--- src/rtl/dmem_rmw_bridge_pkg.sv ---
// Shared encodings for the data-memory bridge: access sizes, bridge states, response latencies.
package dmem_pkg;

   localparam logic [1:0] SZ_BYTE = 2'd0;
   localparam logic [1:0] SZ_HALF = 2'd1;
   localparam logic [1:0] SZ_WORD = 2'd2;

   typedef enum logic [1:0] {
      ST_IDLE      = 2'd0,
      ST_LOAD_WAIT = 2'd1,
      ST_RMW_WRITE = 2'd2
   } state_t;

   localparam int LAT_WORD_STORE = 1;
   localparam int LAT_LOAD       = 2;
   localparam int LAT_SUB_STORE  = 2;

   // The reserved size code 3 behaves as a word, so bit 1 alone identifies word accesses.
   function automatic logic is_word(input logic [1:0] size);
      return size[1];
   endfunction

endpackage

--- src/rtl/dmem_rmw_bridge_lane_align.sv ---
// Combinational lane logic: load lane extract with sign/zero extension, and sub-word store merge.
module dmem_lane_align
   import dmem_pkg::*;
(
   input  logic [31:0] i_rdata,
   input  logic [1:0]  i_addr_lo,
   input  logic [1:0]  i_size,
   input  logic        i_unsigned,
   input  logic [31:0] i_wdata,
   output logic [31:0] o_load_data,
   output logic [31:0] o_merge_data
);

   function automatic logic [31:0] ext_byte(input logic [7:0] b, input logic uns);
      return uns ? {24'h0, b} : {{24{b[7]}}, b};
   endfunction

   function automatic logic [31:0] ext_half(input logic [15:0] h, input logic uns);
      return uns ? {16'h0, h} : {{16{h[15]}}, h};
   endfunction

   logic [7:0]  w_byte;
   logic [15:0] w_half;

   always_comb begin
      w_byte = i_rdata[{i_addr_lo, 3'b000} +: 8];
      w_half = i_addr_lo[1] ? i_rdata[31:16] : i_rdata[15:0];

      if (i_size == SZ_BYTE)
         o_load_data = ext_byte(w_byte, i_unsigned);
      else if (i_size == SZ_HALF)
         o_load_data = ext_half(w_half, i_unsigned);
      else
         o_load_data = i_rdata;
   end

   // Half merges ignore addr[0]; the half lane is chosen by addr[1] only.
   always_comb begin
      o_merge_data = i_rdata;
      if (i_size == SZ_BYTE)
         o_merge_data[{i_addr_lo, 3'b000} +: 8] = i_wdata[7:0];
      else if (i_size == SZ_HALF)
         o_merge_data[{i_addr_lo[1], 4'b0000} +: 16] = i_wdata[15:0];
      else
         o_merge_data = i_wdata;
   end

endmodule

--- src/rtl/dmem_rmw_bridge.sv ---
// Core load/store port to single-port word-write SRAM bridge with sub-word read-modify-write.
// Optional misalignment trap: define DMEM_RMW_BRIDGE_MISALIGN_CHK_EN.
module dmem_rmw_bridge
   import dmem_pkg::*;
#(
   parameter int ADDR_W  = 32,
   parameter int SRAM_AW = 32
)
(
   input  logic               clk,
   input  logic               reset,
   input  logic               i_req_valid,
   output logic               o_req_ready,
   input  logic               i_req_we,
   input  logic [1:0]         i_req_size,
   input  logic               i_req_unsigned,
   input  logic [ADDR_W-1:0]  i_req_addr,
   input  logic [31:0]        i_req_wdata,
   output logic               o_rsp_valid,
   output logic [31:0]        o_rsp_rdata,
   output logic               o_rsp_err,
   output logic               o_sram_en,
   output logic               o_sram_we,
   output logic [SRAM_AW-1:0] o_sram_addr,
   output logic [31:0]        o_sram_wdata,
   input  logic [31:0]        i_sram_rdata
);

   state_t              r_state;
   state_t              w_state_nxt;

   logic [SRAM_AW-1:2]  r_addr_p1;
   logic [1:0]          r_addr_lo_p1;
   logic [1:0]          r_size_p1;
   logic                r_uns_p1;
   logic [31:0]         r_wdata_p1;

   logic                r_rsp_valid;
   logic [31:0]         r_rsp_rdata;
   logic                r_rsp_err;

   logic                w_accept;
   logic                w_misalign;
   logic                w_rsp_valid_nxt;
   logic [31:0]         w_rsp_rdata_nxt;
   logic                w_rsp_err_nxt;
   logic [31:0]         w_load_data;
   logic [31:0]         w_merge_data;

`ifdef DMEM_RMW_BRIDGE_MISALIGN_CHK_EN
   assign w_misalign = ((i_req_size == SZ_HALF) & i_req_addr[0]) |
                       (is_word(i_req_size) & (|i_req_addr[1:0]));
`else
   assign w_misalign = 1'b0;
`endif

   assign o_req_ready = (r_state == ST_IDLE) & ~reset;
   assign w_accept    = i_req_valid & o_req_ready;

   dmem_lane_align u_lane (
      .i_rdata      (i_sram_rdata),
      .i_addr_lo    (r_addr_lo_p1),
      .i_size       (r_size_p1),
      .i_unsigned   (r_uns_p1),
      .i_wdata      (r_wdata_p1),
      .o_load_data  (w_load_data),
      .o_merge_data (w_merge_data)
   );

   always_comb begin
      w_state_nxt     = r_state;
      o_sram_en       = 1'b0;
      o_sram_we       = 1'b0;
      o_sram_addr     = {i_req_addr[SRAM_AW-1:2], 2'b00};
      o_sram_wdata    = i_req_wdata;
      w_rsp_valid_nxt = 1'b0;
      w_rsp_rdata_nxt = 32'h0;
      w_rsp_err_nxt   = 1'b0;

      case (r_state)
         ST_IDLE: begin
            if (w_accept) begin
               if (w_misalign) begin
                  w_rsp_valid_nxt = 1'b1;
                  w_rsp_err_nxt   = 1'b1;
               end else if (i_req_we && is_word(i_req_size)) begin
                  o_sram_en       = 1'b1;
                  o_sram_we       = 1'b1;
                  w_rsp_valid_nxt = 1'b1;
               end else begin
                  // Loads and sub-word stores both start with a word read.
                  o_sram_en   = 1'b1;
                  w_state_nxt = i_req_we ? ST_RMW_WRITE : ST_LOAD_WAIT;
               end
            end
         end
         ST_LOAD_WAIT: begin
            w_rsp_valid_nxt = 1'b1;
            w_rsp_rdata_nxt = w_load_data;
            w_state_nxt     = ST_IDLE;
         end
         ST_RMW_WRITE: begin
            o_sram_en       = 1'b1;
            o_sram_we       = 1'b1;
            o_sram_addr     = {r_addr_p1, 2'b00};
            o_sram_wdata    = w_merge_data;
            w_rsp_valid_nxt = 1'b1;
            w_state_nxt     = ST_IDLE;
         end
         default: w_state_nxt = ST_IDLE;
      endcase

      // An access caught by reset must never reach the SRAM.
      if (reset) begin
         o_sram_en = 1'b0;
         o_sram_we = 1'b0;
      end
   end

   always_ff @(posedge clk) begin
      if (reset) begin
         r_state     <= ST_IDLE;
         r_rsp_valid <= 1'b0;
         r_rsp_rdata <= 32'h0;
         r_rsp_err   <= 1'b0;
      end else begin
         r_state     <= w_state_nxt;
         r_rsp_valid <= w_rsp_valid_nxt;
         r_rsp_rdata <= w_rsp_rdata_nxt;
         r_rsp_err   <= w_rsp_err_nxt;
      end
   end

   // Request capture stage: the core may drop req_* after the accept edge.
   always_ff @(posedge clk) begin
      if (w_accept) begin
         r_addr_p1    <= i_req_addr[SRAM_AW-1:2];
         r_addr_lo_p1 <= i_req_addr[1:0];
         r_size_p1    <= i_req_size;
         r_uns_p1     <= i_req_unsigned;
         r_wdata_p1   <= i_req_wdata;
      end
   end

   assign o_rsp_valid = r_rsp_valid;
   assign o_rsp_rdata = r_rsp_rdata;
   assign o_rsp_err   = r_rsp_err;

endmodule

--- config.mk ---
export PLATFORM = sky130hd
export DESIGN_NAME = dmem_rmw_bridge
export DESIGN_NICKNAME = d
export VERILOG_FILES = /design/src/rtl/dmem_rmw_bridge_pkg.sv /design/src/rtl/dmem_rmw_bridge_lane_align.sv /design/src/rtl/dmem_rmw_bridge.sv
export SDC_FILE = /design/constraint.sdc
export NUM_CORES = 1
export LEC_CHECK = 0
export ABC_AREA = 1
export CELL_PAD_IN_SITES_DETAIL_PLACEMENT = 0
export CELL_PAD_IN_SITES_GLOBAL_PLACEMENT = 2
export CORE_MARGIN = 10
export CORE_UTILIZATION = 33
export DETAILED_ROUTE_END_ITERATION = 8
export DONT_BUFFER_PORTS = 1
export HOLD_SLACK_MARGIN = 0.1
export PLACE_DENSITY = 0.76
export RECOVER_POWER = 25
export REMOVE_ABC_BUFFERS = 1
export SYNTH_ARGS = -nofsm -noshare
export SYNTH_HDL_FRONTEND = slang
export SYNTH_HIERARCHICAL = 1
export SYNTH_SLANG_ARGS = --single-unit
--- constraint.sdc ---
create_clock -name clk -period 4.4 [get_ports clk]
set_input_delay 1.32 -clock clk [delete_from_list [all_inputs] [get_ports clk]]
set_output_delay 1.32 -clock clk [all_outputs]
set_load 0.03 [all_outputs]
==> summary.md <==
| Metric | Value |
|---|---|
| Most common cell on crit path | nand2_1 |
| Post-synth EDFFs | 67 |
| Final worst slack | 321 ps |
| # diodes | 0 |
| Drt initial violations | 319 |
| Die width | 161 um |
| Initial Utilization | 33.6% |
| Period Utilization, post-route | 92.7% |
| Drt total wl | 22,900 um |
| Largest family of logic cells by synthesized area | simple AND/OR/NAND/NOR gates |
| Cell taking the most area after synthesis | edfxtp_1 |
| Synth Warn # | 6 |
| Area share of fa/ha/maj cells after synthesis | 1.72% |
| CTS H-tree depth | 3 |
| Worst Path Max Fanout | 38 |
| Synth Area in Simple Gates | 42.2% |
| Fin crit period | 4080 ps |
| 1st-pass router iterations | 5 |
| HPWL Detailed | 16,500 um |
| First-pass GRT wire length | 35,700 um |
| CTS Sinks | 102 |
| Via count | 5,770 |
| Die area | 0.0259 mm2 |
| Kind of start point of the critical path | flip-flop |
| Min-delay worst type | flip-flop to flip-flop |
| Via/cell ratio | 4.65 |
| TritonCTS clock tree | built |
| Final Wtd Congestion | 0.828 |
| Crit path DAT | 2760 ps |
| FILL cells | 2,255 |
| Area occupied by multi-input gates | 0.00307 mm2 |
| Setup Skew | 9.27 ps |
| Most common cell after layout, fill and taps aside | nand2_1 |
| Main flop type after synthesis | edfxtp_1 |
| Hold Violations, Final | 0 |
| Number of max-cap violations | 0 |
| Port buffer count | 0 |
| DRC viols | 0 |
| CP max-delay cell | buf_4 |
| Die span in y | 161 um |
| Slew @ Worst Pin | 934 ps |
| Post-cts hold buffer count | 0 |
| TritonCTS Buffers | 9 |
| Register Area | 0.00271 mm2 |
| Fin Hold WS | 517 ps |
| Antenna violations before repair | 0 |
| Post-DRT Antenna Nets | 0 |
| Area growth from synthesis to layout | 6.78% |
| Post-synthesis xor/xnor area fraction | 0% |
| Clock buffer depth | 2 |
| PwrDens | 342 mW/mm2 |
| Avg WL per Cell | 18.4 um |
| Clk Tree Root Cell | clkbuf_16 |
| Final setup fails | 0 |
| Netlist Area Pre-Place | 0.00655 mm2 |
| Grt total ovfl | 0 |
| Post-Synthesis Cells | 997 |
| Clk Latency, worst-skew pair | 350 ps |
| Clock slew at reported path FFs | 80 ps |
| Critical Path, Cell by Cell | buf_4, ha_1, clkinv_1, nor2_4, nand3_1, nand2_1, nand2_1, nand2_1, nand2_1, nand2_1 |
| Max-slew violations | 0 |
| Largest net degree at the start of global routing | 68 |
| Setup TNS | 0 ps |
| Fmax achieved | 245 MHz |
| CP Data Required Time | 3080 ps |
| Synth Area in Compound Gates | 2.71% |
| Post-synthesis mux area share | 0% |
| Most frequent cells in the layout | nand2_1 (534), inv_1 (97), edfxtp_1 (67) |
| VDD IR-drop max | 0.173 mV |
| CP Capture Type | primary output |
| Kind of critical path | flip-flop to primary output |
| Post-place setup slack | 609 ps |
| Ys async rst share | 0% |
| Vias in the first global route | 5,993 |
| RSZ-0062 raised after global routing | false |
| Synth cell types | 32 |
| Share of layout cells above drive strength 1 | 7.48% |
| Nets | 1,083 |
| #FFs+latches synth | 102 |
| Sequential-to-total area share from yosys stat | 41.4% |
| Max-slew headroom | 37.7% |
| Row Count | 51 |
| Status | completed |
| I/O Pins | 204 |
| Top post-synthesis cells by area | edfxtp_1 (31%), nand2_1 (31%), dfxtp_1 (11%) |
| Syn Area/Cell | 6.57 um2 |
| Global Route Usage Sum | 17.5% |
| Post-synth top area share | 30.7% |
| Peak per-stage delay on the critical path | 430 ps |
| CORE AREA | 0.0195 mm2 |
| Leak Pwr | 3.69 nW |
cells in the mapped netlist, types with 4 or more instances:
cell / instances
inv_2: 22
dfxtp_1: 35
edfxtp_1: 67
nand4_1: 9
a21oi_1: 5
nand3_1: 61
nand2_1: 534
buf_4: 13
nor2_1: 60
a21boi_0: 4
nor2_2: 5
o21ai_0: 7
a22oi_1: 9
clkbuf_1: 7
ha_1: 9
buf_2: 26
inv_1: 97
buf_6: 5
registers in the layout, indices dropped and copies added (netlist names):
register	cells
r_addr_p1	30
r_uns_p1	1
r_size_p1	2
o_rsp_rdata	32
r_addr_lo_p1	2
r_wdata_p1	32
o_rsp_valid	1
r_state	2
final cells by class:
class	count	share of cell area, %
Clock inverter	7	1.14
Sequential cell	102	38.8
Multi-Input combinational cell	722	43.9
Timing Repair Buffer	12	1.47
Tap cell	265	4.74
Inverter	124	6.76
Clock buffer	9	3.22
repair_timing:
action,CTS,global route
gates resized for setup,0,1
endpoints found under the setup margin,0,1
buffers inserted,0,0
cell families after synthesis:
kind of cell	Yosys count
fa+ha+maj	9
other cells	1
compound gates	28
simple gates	682
flops	102
buf+inv	175
worst max-delay path, delay by kind of cell, from the launching register on:
kind,cells,cell delay [ps]
buffers and inverters,2,720
DFF,1,400
and+or+nand+nor,7,1040
adders and majority gates,1,230
path summary, 6_finish.rpt:
check | startpoint | endpoint | slack (ps) | depth (start not counted)
min | r_state[1]$_SDFFE_PP0P_ | r_state[1]$_SDFFE_PP0P_ | 520 | 2
max reg2reg | r_size_p1[1]$_DFFE_PN_ | o_rsp_rdata[13]$_SDFF_PP0_ | 1830 | 6
max | r_addr_lo_p1[1]$_DFFE_PN_ | o_sram_wdata[18] | 320 | 10
min reg2reg | r_state[1]$_SDFFE_PP0P_ | r_state[1]$_SDFFE_PP0P_ | 520 | 2
per-layer routing:
layer / vias to the layer above / routed length (um) / global-route usage [%]
met2: 219 / 10600 / 28.6
li1: 2968 / - / -
met3: 17 / 2130 / 5.60
met1: 2566 / 9860 / 21.9
met4: 0 / 306 / 4.55
met5: - / 0 / 0
power breakdown:
part           internal [mW]  switching (mW)  total (mW)
Sequential              1.07          0.0313        1.10
Combinational          0.104           0.350       0.454
Clock                  0.449           0.394       0.843
Total                   1.62           0.775        2.40
through the flow:
stage / utilization [%] / cells / power [mW] / instance area (um2)
after floorplan: - / 948 / 1.47 / 6250
after global placement: 34.2 / 1225 / 1.58 / 6690
after detailed placement: 34.2 / 1225 / 1.58 / 6690
after CTS: 35.8 / 1241 / 2.43 / 6990
after global routing: 35.8 / 1241 / 2.52 / 7000
final: 35.8 / 1241 / 2.40 / 7000
Power figures use the tool's default switching activity.
